<file path="src/rtl/psum_deskew_drain_pkg.sv">
// Shared widths and row-entry layout for the systolic-array drain stage.
// The defaults describe the reference configuration (19-bit operands, 6 columns, 4-deep FIFO).
package psum_deskew_drain_pkg;
    localparam int DEF_DATA_WIDTH = 19;
    localparam int DEF_COLS       = 6;
    localparam int DEF_FIFO_DEPTH = 4;
    localparam int SUM_W          = 2 * DEF_DATA_WIDTH;
    localparam int ROW_W          = SUM_W * DEF_COLS;
    localparam int ENTRY_W        = ROW_W + 1;
    localparam int TILE_W         = 16;

    typedef struct packed {
        logic             last;
        logic [ROW_W-1:0] data;
    } row_entry_t;

    // A tile length of zero behaves as a single-row tile.
    function automatic logic [TILE_W-1:0] tile_len(input logic [TILE_W-1:0] rows);
        return (rows == '0) ? TILE_W'(1) : rows;
    endfunction
endpackage

</file>
<file path="src/rtl/psum_row_fifo.sv">
// Row buffer: synchronous FIFO, entry visible at the head the cycle after it is written.
// Latency 1 cycle push-to-head; push is taken when not full or when a pop happens on the same edge.
// Backpressure: caller sees full; head holds steady until popped.
module psum_row_fifo #(
    parameter int WIDTH = 8,
    parameter int DEPTH = 4
) (
    input  logic             clk,
    input  logic             rst_n,
    input  logic             clear,
    input  logic             push,
    input  logic [WIDTH-1:0] push_dat,
    input  logic             pop,
    output logic [WIDTH-1:0] head_dat,
    output logic             full,
    output logic             empty
);
    localparam int AW = $clog2(DEPTH);

    logic [WIDTH-1:0] mem [DEPTH];
    logic [AW-1:0]    wr_ptr;
    logic [AW-1:0]    rd_ptr;
    logic [AW:0]      count;
    logic             do_push;
    logic             do_pop;

    assign empty   = (count == '0);
    assign full    = (count == (AW+1)'(DEPTH));
    assign do_pop  = pop && !empty;
    assign do_push = push && (!full || do_pop);

    // Gate the head so stale entries never leak out while empty.
    assign head_dat = empty ? '0 : mem[rd_ptr];

    always_ff @(posedge clk or negedge rst_n) begin
        if (!rst_n) begin
            wr_ptr <= '0;
            rd_ptr <= '0;
            count  <= '0;
        end else if (clear) begin
            wr_ptr <= '0;
            rd_ptr <= '0;
            count  <= '0;
        end else begin
            if (do_push) wr_ptr <= wr_ptr + AW'(1);
            if (do_pop)  rd_ptr <= rd_ptr + AW'(1);
            if (do_push && !do_pop)      count <= count + (AW+1)'(1);
            else if (do_pop && !do_push) count <= count - (AW+1)'(1);
        end
    end

    always_ff @(posedge clk) begin
        if (do_push && !clear) mem[wr_ptr] <= push_dat;
    end
endmodule

</file>
<file path="src/rtl/psum_deskew_drain.sv">
// Deskews the last PE row's column sums into one aligned word per output row, tags tile ends.
// Latency: out_valid rises the cycle after the edge that captures the last column (COLS cycles after in_valid).
// Backpressure: out_valid/out_ready; completed rows are dropped (sticky overflow) when the FIFO is full.
module psum_deskew_drain
    import psum_deskew_drain_pkg::*;
#(
    parameter int data_width         = DEF_DATA_WIDTH,
    parameter int w_tile_column_size = DEF_COLS,
    parameter int FIFO_DEPTH         = DEF_FIFO_DEPTH
) (
    input  logic                                        clk,
    input  logic                                        rst_n,
    input  logic                                        clear,
    input  logic [TILE_W-1:0]                           tile_rows,
    input  logic                                        in_valid,
    input  logic [2*data_width*w_tile_column_size-1:0]  in_sum,
    output logic                                        out_valid,
    input  logic                                        out_ready,
    output logic [2*data_width*w_tile_column_size-1:0]  out_data,
    output logic                                        out_last,
    output logic                                        overflow,
    output logic                                        busy
);
    localparam int SW = 2 * data_width;
    localparam int NC = w_tile_column_size;
    localparam int RW = SW * NC;

    typedef struct packed {
        logic          last;
        logic [RW-1:0] data;
    } entry_t;

    logic [NC-1:0]     vtag;
    logic [SW-1:0]     lane_out [NC];
    logic [RW-1:0]     row_dat;
    logic              row_done;
    logic              pop;
    logic              push_ok;
    logic              fifo_full;
    logic              fifo_empty;
    logic [TILE_W-1:0] row_cnt;
    logic [TILE_W-1:0] tile_len_q;
    logic [TILE_W-1:0] len_eff;
    logic              row_last;
    entry_t            push_entry;
    entry_t            head_entry;

    always_ff @(posedge clk or negedge rst_n) begin
        if (!rst_n)     vtag <= '0;
        else if (clear) vtag <= '0;
        else            vtag <= {vtag[NC-2:0], in_valid};
    end

    // Lane j is captured on its own valid edge, then ages so every lane lands on the push edge.
    for (genvar j = 0; j < NC - 1; j++) begin : g_lane
        localparam int D = NC - 1 - j;
        logic          cap;
        logic [SW-1:0] pipe [D];

        if (j == 0) begin : g_cap0
            assign cap = in_valid;
        end else begin : g_capn
            assign cap = vtag[j-1];
        end

        always_ff @(posedge clk or negedge rst_n) begin
            if (!rst_n) begin
                for (int k = 0; k < D; k++) pipe[k] <= '0;
            end else begin
                if (cap) pipe[0] <= in_sum[j*SW +: SW];
                for (int k = 1; k < D; k++) pipe[k] <= pipe[k-1];
            end
        end

        assign lane_out[j] = pipe[D-1];
    end
    assign lane_out[NC-1] = in_sum[(NC-1)*SW +: SW];

    always_comb begin
        row_dat = '0;
        for (int j = 0; j < NC; j++) row_dat[j*SW +: SW] = lane_out[j];
    end

    assign row_done = vtag[NC-2] && !clear;
    assign pop      = out_valid && out_ready;
    assign push_ok  = row_done && (!fifo_full || pop);

    // Tile length is sampled only at the first row of a tile.
    always_comb begin
        len_eff  = (row_cnt == '0) ? tile_len(tile_rows) : tile_len_q;
        row_last = (row_cnt == len_eff - TILE_W'(1));
    end

    always_ff @(posedge clk or negedge rst_n) begin
        if (!rst_n) begin
            row_cnt    <= '0;
            tile_len_q <= TILE_W'(1);
            overflow   <= 1'b0;
        end else if (clear) begin
            row_cnt    <= '0;
            tile_len_q <= TILE_W'(1);
            overflow   <= 1'b0;
        end else begin
            if (row_done) begin
                tile_len_q <= len_eff;
                row_cnt    <= row_last ? '0 : row_cnt + TILE_W'(1);
            end
            if (row_done && fifo_full && !pop) overflow <= 1'b1;
        end
    end

    assign push_entry.last = row_last;
    assign push_entry.data = row_dat;

    psum_row_fifo #(
        .WIDTH ($bits(entry_t)),
        .DEPTH (FIFO_DEPTH)
    ) u_fifo (
        .clk      (clk),
        .rst_n    (rst_n),
        .clear    (clear),
        .push     (push_ok),
        .push_dat (push_entry),
        .pop      (pop),
        .head_dat (head_entry),
        .full     (fifo_full),
        .empty    (fifo_empty)
    );

    assign out_valid = !fifo_empty;
    assign out_data  = head_entry.data;
    assign out_last  = head_entry.last;
    assign busy      = (|vtag) || !fifo_empty;
endmodule

</file>
<file path="config.mk">
export PLATFORM = sky130hd
export DESIGN_NAME = psum_deskew_drain
export DESIGN_NICKNAME = d
export VERILOG_FILES = /design/src/rtl/psum_deskew_drain_pkg.sv /design/src/rtl/psum_row_fifo.sv /design/src/rtl/psum_deskew_drain.sv
export SDC_FILE = /design/constraint.sdc
export NUM_CORES = 1
export LEC_CHECK = 0
export CAP_MARGIN = 30
export CORE_MARGIN = 5
export CORE_UTILIZATION = 25
export DETAILED_ROUTE_END_ITERATION = 10
export SYNTH_ARGS = -nofsm -noshare
export SYNTH_HDL_FRONTEND = slang
export SYNTH_HIERARCHICAL = 1
export SYNTH_SLANG_ARGS = --single-unit
</file>
<file path="constraint.sdc">
create_clock -name clk -period 21.1 [get_ports clk]
set_input_delay 4.22 -clock clk [delete_from_list [all_inputs] [get_ports clk]]
set_output_delay 4.22 -clock clk [all_outputs]
set_load 0.005 [all_outputs]
</file>
### Yosys cells after proc, flatten, opt, wreduce, memory -nomap -nowiden

Memories as Yosys holds them, arrays and structs flattened.
Cells that the tools add are included.

| cells by class | value |
|---|---|
| multiplexer cells | 20 |
| equality and inequality tests | 2 |
| add/sub/neg operators | 6 |
| reductions and logical operators | 28 |

Operator list:

| cell | number |
|---|---|
| 229-bit 2-to-1 mux | 1 |
| 16-bit 2-to-1 mux | 7 |
| 16-bit logical NOT | 2 |
| 16-bit by 1-bit adder with 16-bit output, second input constant | 1 |
| 16-bit equality test | 1 |
| 16-bit by 1-bit subtractor with 16-bit output, second input constant | 1 |
| 1-bit logical AND | 10 |
| 3-bit 2-to-1 mux | 3 |
| 2-bit 2-to-1 mux | 4 |
| 2-bit nonzero test | 4 |
| 1-bit logical NOT | 6 |
| 6-bit 2-to-1 mux | 1 |
| 6-bit OR reduction | 1 |
| 2-bit by 1-bit adder with 2-bit output, second input constant | 2 |
| 1-bit 2-to-1 mux | 4 |
| 3-bit by 1-bit adder with 3-bit output, second input constant | 1 |
| 3-bit equality test, second input constant | 1 |
| 3-bit logical NOT | 1 |
| 1-bit logical OR | 3 |
| 3-bit nonzero test | 1 |
| 3-bit by 1-bit subtractor with 3-bit output, second input constant | 1 |

| storage, ports and cells | value |
|---|---|
| memory bits (writable) | 916 |
| bits in registers | 616 |
| input bits | 249 |
| output and inout bits | 232 |
| memories kept | 1 |
| logic and storage cells | 79 |

Memories:

| memory | words | width | rd ports | clocked after Yosys merged registers in | wr ports | RTL line | text |
|---|---|---|---|---|---|---|---|
| u_fifo.mem | 4 | 229 | 1 | 0 | 1 | psum_row_fifo.sv:20 | `logic [WIDTH-1:0] mem [DEPTH];` |

### Logic depth before layout (Yosys ltp)

Gate-level depths: netlist of run 1.

| depth | value |
|---|---|
| word-level depth | 11 |
| gate-level depth with buffers | 18 |
| mapped depth without buffers | 16 |

### Cells and area by module

Netlist of run 1, hierarchy kept.

Modules (own cells, without submodules):

| module | cells each | sequential area each (µm²) | times used | area an instance (µm²) |
|---|---|---|---|---|
| psum_row_fifo | 1514 | 27681.5 | 1 | 35168.7 |
| psum_deskew_drain | 1141 | 15240.9 | 1 | 19546.2 |

### Worst setup path after synthesis of run 1

Ideal clock, no wire load.

| timing path | value |
|---|---|
| path kind | input to register |
| from | input clear |
| to | memory u_fifo/mem[0][0] (netlist bit) (enable) |
| library setup time | 1146 ps |
| stages | 5 |
| arrival | 21424 ps |
| required time | 19954 ps |
| buffers on the path | 1 |
| setup slack | -1471 ps |
| path through | nand2b_1 a21oi_1 buf_2 o21ai_1 nor3b_1 |

| between the ends | value |
|---|---|
| longest elaborated chain between the ends | 7 |

Ends and longest elaborated chain:

| item | RTL line | text |
|---|---|---|
| from (decl) | psum_deskew_drain.sv:13 | `input logic clear,` |
| 1-bit logical NOT | psum_deskew_drain.sv:84 | `assign row_done = vtag[NC-2] && !clear;` |
| 1-bit logical AND | psum_deskew_drain.sv:84 |  |
| 1-bit logical AND | psum_deskew_drain.sv:86 | `assign push_ok = row_done && (!fifo_full \|\| pop);` |
| via push_ok | psum_deskew_drain.sv:38 | `logic push_ok;` |
| 1-bit logical AND | psum_row_fifo.sv:30 | `assign do_push = push && (!full \|\| do_pop);` |
| 1-bit logical AND | psum_row_fifo.sv:53 | `if (do_push && !clear) mem[wr_ptr] <= push_dat;` |
| 1-bit 2-to-1 mux | psum_row_fifo.sv:53 |  |
| 1-bit 2-to-1 mux (implied by the code) | psum_row_fifo.sv:53 |  |
| to (decl) | psum_row_fifo.sv:20 |  |

The timed path passes the listed nets, and every way through them passes these cells.

### Worst setup path after layout of run 1

| timing path | value |
|---|---|
| from | register u_fifo.rd_ptr[0] |
| to | output out_data[73] |

| between the ends | value |
|---|---|
| longest elaborated chain between the ends | 2 |

Ends and longest elaborated chain:

| item | RTL line | text |
|---|---|---|
| from (decl) | psum_row_fifo.sv:22 | `logic [AW-1:0] rd_ptr;` |
| from (signal assigned) | psum_row_fifo.sv:46 | `if (do_pop) rd_ptr <= rd_ptr + AW'(1);` |
| memory 4 x 229 bit | n/a |  |
| 229-bit 2-to-1 mux | psum_row_fifo.sv:33 | `assign head_dat = empty ? '0 : mem[rd_ptr];` |
| to (decl) | psum_deskew_drain.sv:19 | `output logic [2*data_width*w_tile_column_size-1:0] out_data,` |

No other way between the ends.

==> results of run 1 <==
-- worst min path at each step --
| stage | end | slack, ns |
|---|---|---|
| final | g_lane[1].pipe[65] | 0.33 |
| after global routing | g_lane[2].pipe[14] | 0.34 |
| after CTS | g_lane[1].pipe[65] | 0.33 |
| after detailed placement | g_lane[0].pipe[0] | 0.33 |
| after global placement | g_lane[1].pipe[72] | 0.33 |
| after floorplan | g_lane[0].pipe[0] | 0.33 |
-- power by group through the flow --
stage | registers, mW | logic [mW] | clock network, mW
after CTS | 3.53 | 0.213 | 3.01
after global routing | 3.55 | 0.230 | 3.14
final | 3.53 | 0.208 | 2.91
after detailed placement | 3.59 | 0.212 | 0
after floorplan | 3.54 | 0.112 | 0
after global placement | 3.58 | 0.208 | 0
-- layout make-up --
cell class / count / area [um^2] / area share
inverters: 13 / 48.8 / 0.000709
clock buffers: 250 / 4880 / 0.0709
multi-input cells: 989 / 11100 / 0.161
well taps: 2854 / 3570 / 0.0519
clock inverters: 61 / 741 / 0.0108
diodes: 17 / 42.5 / 0.000618
repair buffers: 529 / 5490 / 0.0799
flip-flops and latches: 1532 / 42900 / 0.624
-- state kept, by name (all words and copies together), names as in the netlist --
name           cells
u_fifo/rd_ptr      2
u_fifo/count       3
overflow           1
vtag               6
g_lane.pipe      570
u_fifo/mem       916
u_fifo/wr_ptr      2
row_cnt           16
tile_len_q        16
-- through the flow --
step | cells | util | TNS (ns) | total power [mW] | hold WS, ns
3_5_place_dp | 5914 | 0.290 | 0 | 3.80 | 0.335
5_1_grt | 6243 | 0.316 | 0 | 6.92 | 0.342
2_1_floorplan | 2655 | - | -1347.06 | 3.66 | 0.331
4_1_cts | 6225 | 0.316 | 0 | 6.76 | 0.335
6_report | 6245 | 0.316 | 0 | 6.64 | 0.333
3_3_place_gp | 5903 | 0.289 | 0 | 3.79 | 0.331
-- routing by layer --
metal  GRT usage  share of wire
met5           0        0.00032
met4      0.0549          0.034
met3      0.0269          0.051
met2       0.185           0.51
met1       0.138           0.40
-- logic make-up after synthesis --
logic type | count (synthesis)
buf+inv | 134
compound gates | 92
xor+xnor | 26
mux | 439
simple gates | 424
fa+ha+maj | 8
flops | 1532
-- cells in the final DEF, fill, tap and decap left out, types with 16 or more instances in the layout --
cell             synthesis  layout
edfxtp_1               916     916
dfrtp_1                615     609
clkdlybuf4s50_1          0     477
nor2b_1                240     240
mux4_2                 229     229
mux2_2                 191     191
clkbuf_16                0     171
nand2_1                 63      63
clkbuf_1                40      49
clkbuf_8                 0      30
buf_4                    4      30
nor2_1                  29      29
a21oi_1                 27      27
diode_2                  0      17
clkinv_2                 0      16
==> metrics.cfg, run 1 <==
[worst_setup_path]
worst-r2r-cell-count = 16
cp_slowest_stage_delay_ns = 0.86
worstPathRequired_ns = 16.88
reg2reg_setup_slack_ns = 15.78
start_kind = flip-flop
crit_chain = buf_4 -> buf_4 -> buf_4 -> mux4_2 -> nor2b_1 -> clkdlybuf4s50_1
worst-setup-path-type = reg2out
cpMostUsedCell = buf_4
startpoint = u_fifo/rd_ptr[0]
path_delay_family = buffers and inverters
crit_arrival_ns = 4.98
r2r-start = row_cnt[0]
end_kind = primary output
cp_slowest_cell = dfrtp_4
critPathMaxFanout = 41
cp-endpoint = out_data[73]
crit_buf_inv = 4
timing.rr.end = row_cnt[2]
cp.depth = 6

[synth]
synthMuxAreaShare = 0.137
synth-compound-area-share = 0.0117
netlist_area_um2 = 54700
synth-seq-cells = 1532
synth_seq_area_share = 0.784
synth_top_area_frac = 0.503
synthCells = 2655
yosys.area_share.simple = 0.0466
yosysWarnings = 6
synth-xor-area-share = 0.00441
yosysTopAreaCell = edfxtp_1
post_synth.cell_area_avg_um2 = 20.6
synth_top_family_by_area = multiplexers
synthFlopType = edfxtp_1
ys_types = 84
ys_top_cells_by_count = edfxtp_1 (916), dfrtp_1 (615), nor2b_1 (240)
synth.area.top_cells = edfxtp_1 (50%), dfrtp_1 (28%), mux4_2 (9.4%)
synth-edff-count = 916
synthAdderAreaFrac = 0.00197
syn-num-nets = 2912
yosysMostFrequentCell = edfxtp_1
synthArstFlopShare = 0.402

[pwr]
combPwrFrac = 0.031
p_sw_mw = 1.41
clockPowerShare = 0.438
swShare = 0.212
p_leak_nw = 23.6
power.internal_mw = 5.24
peakVddDrop_uv = 77.3
p_seq_frac = 0.531
p_per_area_nw_per_um2 = 96.6

[global_routing]
grt_pass1_wl_mm = 191
antenna_found_initial = 28
grt_pass1_vias = 27500
grt_max_degree = 143
overflow = 0
grt_usage = 0.112

[worst_hold_path]
hold_path_depth = 0
hold_path.class = reg2reg
min_from = g_lane[1].pipe[103]

[drt]
vias = 25800
wl_mm = 130
drt_iter0_markers = 1493
vias_per_cell = 4.14
ant_nets = 0
wire_per_inst_um = 20.8
firstDrtPassIters = 5
drc = 0

[clock_network]
clockBufferDepth = 3
postCtsHoldBufs = 0
cts_resized = 0
path_clk_slew_ns = 0.06
cts_made_buffers = 165
clock_sinks = 1532
cts_max_level = 4
post_cts.repair.setup_buffers = 0
insertion_delay_ns = 0.81
cts_root_buf = clkbuf_16
cts_tree = done

[floorplanning]
core_area_um2 = 217000
die_w_um = 478
rows = 171
start_util = 0.252
die_area_um2 = 228000
ios = 481
fp.dieH_um = 478

[placement]
gp_congestion = 0.757
io_buffers = 480
place_area_um2 = 63000
place_ws_ns = 12.24
dp_hpwl_mm = 81.9

[sta]
period_share = 0.436
rsz0062_at_grt = false
fmax_ghz = 0.109
slew_headroom = 0.0891
hold_viol = 0
tightest_slew_ns = 1.37
layout_min_cycle_time_ns = 9.20
drv_slew = 0
setup_viol = 0
setup_ws_ns = 11.90
skew_ns = 0.0610

[job]
max_cap_viol_count = 0

[final_layout]
stdcell_area_um2 = 68800
drive_above_1_share = 0.223
nFillCells = 20900
nNetsFinal = 3487
syn_to_final_growth_pct = 25.7

[outcome]
status = finished clean

Note: power is estimated with default switching activity, not from simulation.
==> inputs of run 2 (changes only) <==
Clock period 21.1 ns to 9 ns, I/O delays scaled along.
==> run 2 against run 1 <==
Compared with the run above:
- register-to-register slack lost 12 ns
- die area is the same
- critical path type is now in2reg
- non-clock buffer count shrank 12
- clock skew shrank 0.0018 ns
- combinational power grew 140%
- cell count shrank 0.16%
- clock-buffer cell count shrank 16
- first-iteration DRC count shrank 5.6%
- critical path depth grew 9
- sequential power grew 130%
- clock power grew 130%
- total power grew 130%
==> metrics.cfg, run 2 (synthesized netlist as in run 1, its figures left out) <==
[pwr]
power.total_mw = 15.6
peakVddDrop_uv = 179
p_per_area_nw_per_um2 = 227
p_leak_nw = 23.5

[clock_network]
insertion_delay_ns = 0.82
path_clk_slew_ns = 0.06
clockBufferDepth = 3
postCtsHoldBufs = 0
cts_made_buffers = 168
cts_root_buf = clkbuf_16
cts_tree = done
post_cts.repair.setup_buffers = 0
cts_resized = 0
cts_max_level = 4
clock_sinks = 1532

[global_routing]
grt_pass1_vias = 28100
antenna_found_initial = 31
grt_pass1_wl_mm = 194
overflow = 0
grt_usage = 0.114
grt_max_degree = 134

[final_layout]
nFillCells = 20900
regMostFlops = u_fifo/mem
nNetsFinal = 3478
layout_commonest_cell = edfxtp_1
largest_reg_flops = 916
largestRegisters = u_fifo/mem x916, g_lane.pipe x570
syn_to_final_growth_pct = 25.5
fin_util = 0.316
layout_common_cells = edfxtp_1 (916), dfrtp_1 (609), clkdlybuf4s50_1 (477), nor2b_1 (240), mux4_2 (229)
fin_cells = 6235
stdcell_area_um2 = 68700
drive_above_1_share = 0.222

[worst_setup_path]
cp_slowest_cell = or4b_1
end_kind = flip-flop
worst-setup-path-type = in2reg
critPathMaxFanout = 7
worstPathRequired_ns = 9.65
path_delay_family = simple AND/OR/NAND/NOR gates
cp_slowest_stage_delay_ns = 0.67
crit_buf_inv = 2
crit_chain = clkdlybuf4s50_1 -> nor4_1 -> buf_2 -> a311oi_1 -> or2_2 -> ha_1 -> nor4b_2 -> nand2_1 -> nor4b_1 -> a211oi_1 -> o32ai_2 -> o21ai_2 -> or4b_1 -> or3_1 -> and3b_1
crit_arrival_ns = 6.37
start_kind = input pin

[floorplanning]
die_w_um = 478
fp.dieH_um = 478
ios = 481
die_area_um2 = 228000
core_area_um2 = 217000
start_util = 0.252
rows = 171

[sta]
rsz0062_at_grt = false
setup_ws_ns = 3.28
setup_viol = 0
skew_ns = 0.0592
drv_slew = 0
setup_tns_ns = 0
period_share = 0.636
slew_headroom = 0.189
layout_min_cycle_time_ns = 5.72
hold_viol = 0
fmax_ghz = 0.175
tightest_slew_ns = 1.22
whs_ns = 0.316

[drt]
firstDrtPassIters = 5
drc = 0
vias_per_cell = 4.17
drt_iter0_markers = 1409
wl_mm = 131
ant_nets = 0
wire_per_inst_um = 21.1
vias = 26000

[worst_hold_path]
hold_path.class = reg2reg

[job]
max_cap_viol_count = 0

[outcome]
status = finished clean

[placement]
dp_hpwl_mm = 78.5
place_ws_ns = 2.55
io_buffers = 480
gp_congestion = 0.749
place_inst = 5903
place_area_um2 = 63000

-- run 2: cell count changes in the layout (fill, tap and decap cells not counted), sizes merged, moves of 2 or more --
cell      change
clkinv       +17
buf          -12
diode         -4
clkbuf       -16
clkinvlp      +6
inv           -2
-- run 2: worst reg2reg max path: stages (launching register included) --
cell and delay (ns):
dfrtp_1 0.46, inv_1 0.09, ha_1 0.14, nor4b_4 0.25, nand4_4 0.52, a311oi_1 0.58, or2_2 0.22, ha_1 0.24
nor4b_2 0.45, nand2_1 0.22, nor4b_1 0.31, a211oi_1 0.11, o32ai_2 0.31, o21ai_2 0.13, or4b_1 0.67, or3_1 0.44
and3b_1 0.18
-- run 2: power breakdown --
part / switching [mW] / internal (mW)
sequential: 0.248 / 8.01
combinational: 0.219 / 0.276
clock: 2.92 / 3.90
total: 3.39 / 12.2
-- run 2: metal layers --
metal | GRT usage | wire, um
met1 | 0.136 | 51600
met2 | 0.197 | 67600
met3 | 0.0268 | 6490
met4 | 0.0512 | 5600
met5 | 0 | 19
-- run 2: path summary, 6_finish.rpt --
path / startpoint / to / slack [ns] / cells past startpoint
setup reg to reg: row_cnt[0] / row_cnt[2] / 3.57 / 16
min in group asynchronous: rst_n / g_lane[1].pipe[40] / 1.01 / 1
setup / recovery: tile_rows[12] / row_cnt[2] / 3.28 / 15
hold reg to reg: g_lane[0].pipe[81] / g_lane[0].pipe[43] / 0.32 / 0
hold / removal: g_lane[0].pipe[81] / g_lane[0].pipe[43] / 0.32 / 0
max in group asynchronous: rst_n / g_lane[1].pipe[22] / 6.13 / 3
-- run 2: area by class of cell --
class,instances,area [um^2],area share
clock inverters,83,985,0.0143
inverters,13,48.8,0.000711
well taps,2854,3570,0.0520
clock buffers,234,4620,0.0673
diodes,13,32.5,0.000474
flip-flops and latches,1532,42900,0.625
multi-input cells,989,11100,0.162
repair buffers,517,5360,0.0780
==> inputs of run 3 (changes only) <==
Clock period 9 ns to 5.51 ns, I/O delays scaled along.
==> run 3 against run 2 <==
Compared with the run above:
- via count is 0.15% higher
- die area unchanged
- first-iteration DRC count rose by 4.2%
- non-clock buffer count rose by 40
- combinational power rose by 66%
- core utilization is 0.11 points higher
- clock skew decreased by 0.011 ns
- global-route usage fell by 0.19 points
- hold slack lost 0.0020 ns
- cell count is 0.50% higher
- sequential share of layout area fell by 0.22 points
- critical path type is now reg2out
==> metrics.cfg, run 3 (synthesized netlist as in run 1, its figures left out) <==
[final_layout]
layout_commonest_cell = edfxtp_1
largestRegisters = u_fifo/mem x916, g_lane.pipe x570
regMostFlops = u_fifo/mem
nNetsFinal = 3514
fin_cells = 6266
largest_reg_flops = 916
syn_to_final_growth_pct = 25.9
drive_above_1_share = 0.228
layout_common_cells = edfxtp_1 (916), dfrtp_1 (609), clkdlybuf4s50_1 (477), nor2b_1 (240), mux4_2 (229)
nFillCells = 20900

[clock_network]
clock_sinks = 1532
cts_max_level = 4
post_cts.repair.setup_buffers = 0
path_clk_slew_ns = 0.06
insertion_delay_ns = 0.80
cts_resized = 0
cts_made_buffers = 164
clockBufferDepth = 3
cts_tree = done
cts_root_buf = clkbuf_16
postCtsHoldBufs = 0

[drt]
wire_per_inst_um = 20.6
drc = 0
firstDrtPassIters = 5
ant_nets = 0
vias_per_cell = 4.16
wl_mm = 129
vias = 26000
drt_iter0_markers = 1468

[global_routing]
grt_pass1_vias = 28000
grt_pass1_wl_mm = 192
grt_max_degree = 109
globalRouteMet2Util = 0.194
overflow = 0
grt-busiest-layer = met2
grt_usage = 0.112
groute.layer.met1.usage = 0.136
grt_use_met3 = 0.0226
antenna_found_initial = 28

[floorplanning]
fp.dieH_um = 478
rows = 171
ios = 481
start_util = 0.252
die_area_um2 = 228000
die_w_um = 478
core_area_um2 = 217000

[sta]
hold_viol = 0
rsz0062_at_grt = false
setup_tns_ns = 0
fmax_ghz = 0.214
layout_min_cycle_time_ns = 4.66
setup_ws_ns = 0.847
slew_headroom = 0.261
setup_viol = 0
whs_ns = 0.314
period_share = 0.846
skew_ns = 0.0480
drv_slew = 0
tightest_slew_ns = 1.11

[outcome]
status = finished clean

[worst_setup_path]
crit_arrival_ns = 3.56
critPathMaxFanout = 27
worstPathRequired_ns = 4.41
start_kind = flip-flop
worst-setup-path-type = reg2out
end_kind = primary output
crit_chain = buf_4 -> mux4_2 -> nor2b_1 -> clkdlybuf4s50_1
worst-r2r-cell-count = 16
cp_slowest_cell = dfrtp_4
cp_slowest_stage_delay_ns = 0.82

[pwr]
p_per_area_nw_per_um2 = 366
power.internal_mw = 19.9
power.total_mw = 25.3
p_leak_nw = 23.6
clockPowerShare = 0.433
swShare = 0.214
combPwrFrac = 0.033
p_seq_frac = 0.535
p_sw_mw = 5.40
peakVddDrop_uv = 301

[worst_hold_path]
hold_path_depth = 0
hold_path.class = reg2reg

[placement]
place_ws_ns = 0.157
dp_hpwl_mm = 80.4
place_inst = 5945
gp_congestion = 0.731
io_buffers = 480

[job]
max_cap_viol_count = 0

-- run 3: changes by cell type in the layout (fill, tap and decap cells not counted), moves of 2 or more --
| cell | previous run | this run |
|---|---|---|
| buf_4 | 15 | 53 |
| buf_12 | 16 | 24 |
| clkbuf_1 | 50 | 56 |
| clkinv_4 | 9 | 3 |
| clkinvlp_4 | 9 | 4 |
| buf_16 | 4 | 0 |
| clkbuf_8 | 15 | 19 |
| clkinv_2 | 25 | 22 |
| clkinv_8 | 3 | 0 |
| bufinv_16 | 8 | 6 |
| clkinv_16 | 8 | 10 |
-- run 3: final timing paths --
check                                   startpoint                   to  slack (ns)
worst max-delay path              u_fifo/rd_ptr[0]             out_last        0.85
worst min-delay path            g_lane[2].pipe[50]   g_lane[2].pipe[12]        0.31
worst max register to register          row_cnt[0]           row_cnt[2]        0.91
worst min register to register  g_lane[2].pipe[50]   g_lane[2].pipe[12]        0.31
max in group asynchronous                    rst_n   g_lane[3].pipe[55]        3.88
min in group asynchronous                    rst_n  g_lane[2].pipe[103]        0.37
-- run 3: power groups by stage --
stage | Clock [mW] | Sequential (mW) | Combinational (mW)
2_1_floorplan | 0 | 13.6 | 0.429
3_3_place_gp | 0 | 13.7 | 0.824
3_5_place_dp | 0 | 13.7 | 0.842
4_1_cts | 11.3 | 13.5 | 0.847
5_1_grt | 11.8 | 13.6 | 0.910
6_report | 10.9 | 13.5 | 0.824
-- run 3: layer usage --
layer | vias to the layer above | share of wire
li1 | 11400 | -
met1 | 13900 | 0.41
met2 | 559 | 0.52
met3 | 235 | 0.041
met4 | 2 | 0.035
met5 | - | 0.00010
-- run 3: worst max-delay path: cells and delay by family (launching register included) --
| kind | cells | cell delay, ns |
|---|---|---|
| and+or+nand+nor | 1 | 0.15 |
| DFF | 1 | 0.82 |
| buffers and inverters | 2 | 1.20 |
| muxes | 1 | 0.57 |
-- run 3: stage by stage --
step,cell area [um^2],utilization
final,68900,0.317
after global routing,68900,0.317
after CTS,68900,0.317
after floorplan,54800,-
after global placement,63300,0.291
after detailed placement,63400,0.291
-- run 3: final cells by class --
class	instances	area, um^2	share of cell area
Antenna cell	12	30.0	0.000436
Multi-Input combinational cell	989	11100	0.162
Inverter	13	48.8	0.000708
Clock buffer	244	4700	0.0682
Tap cell	2854	3570	0.0518
Clock inverter	65	806	0.0117
Sequential cell	1532	42900	0.623
Timing Repair Buffer	557	5680	0.0824
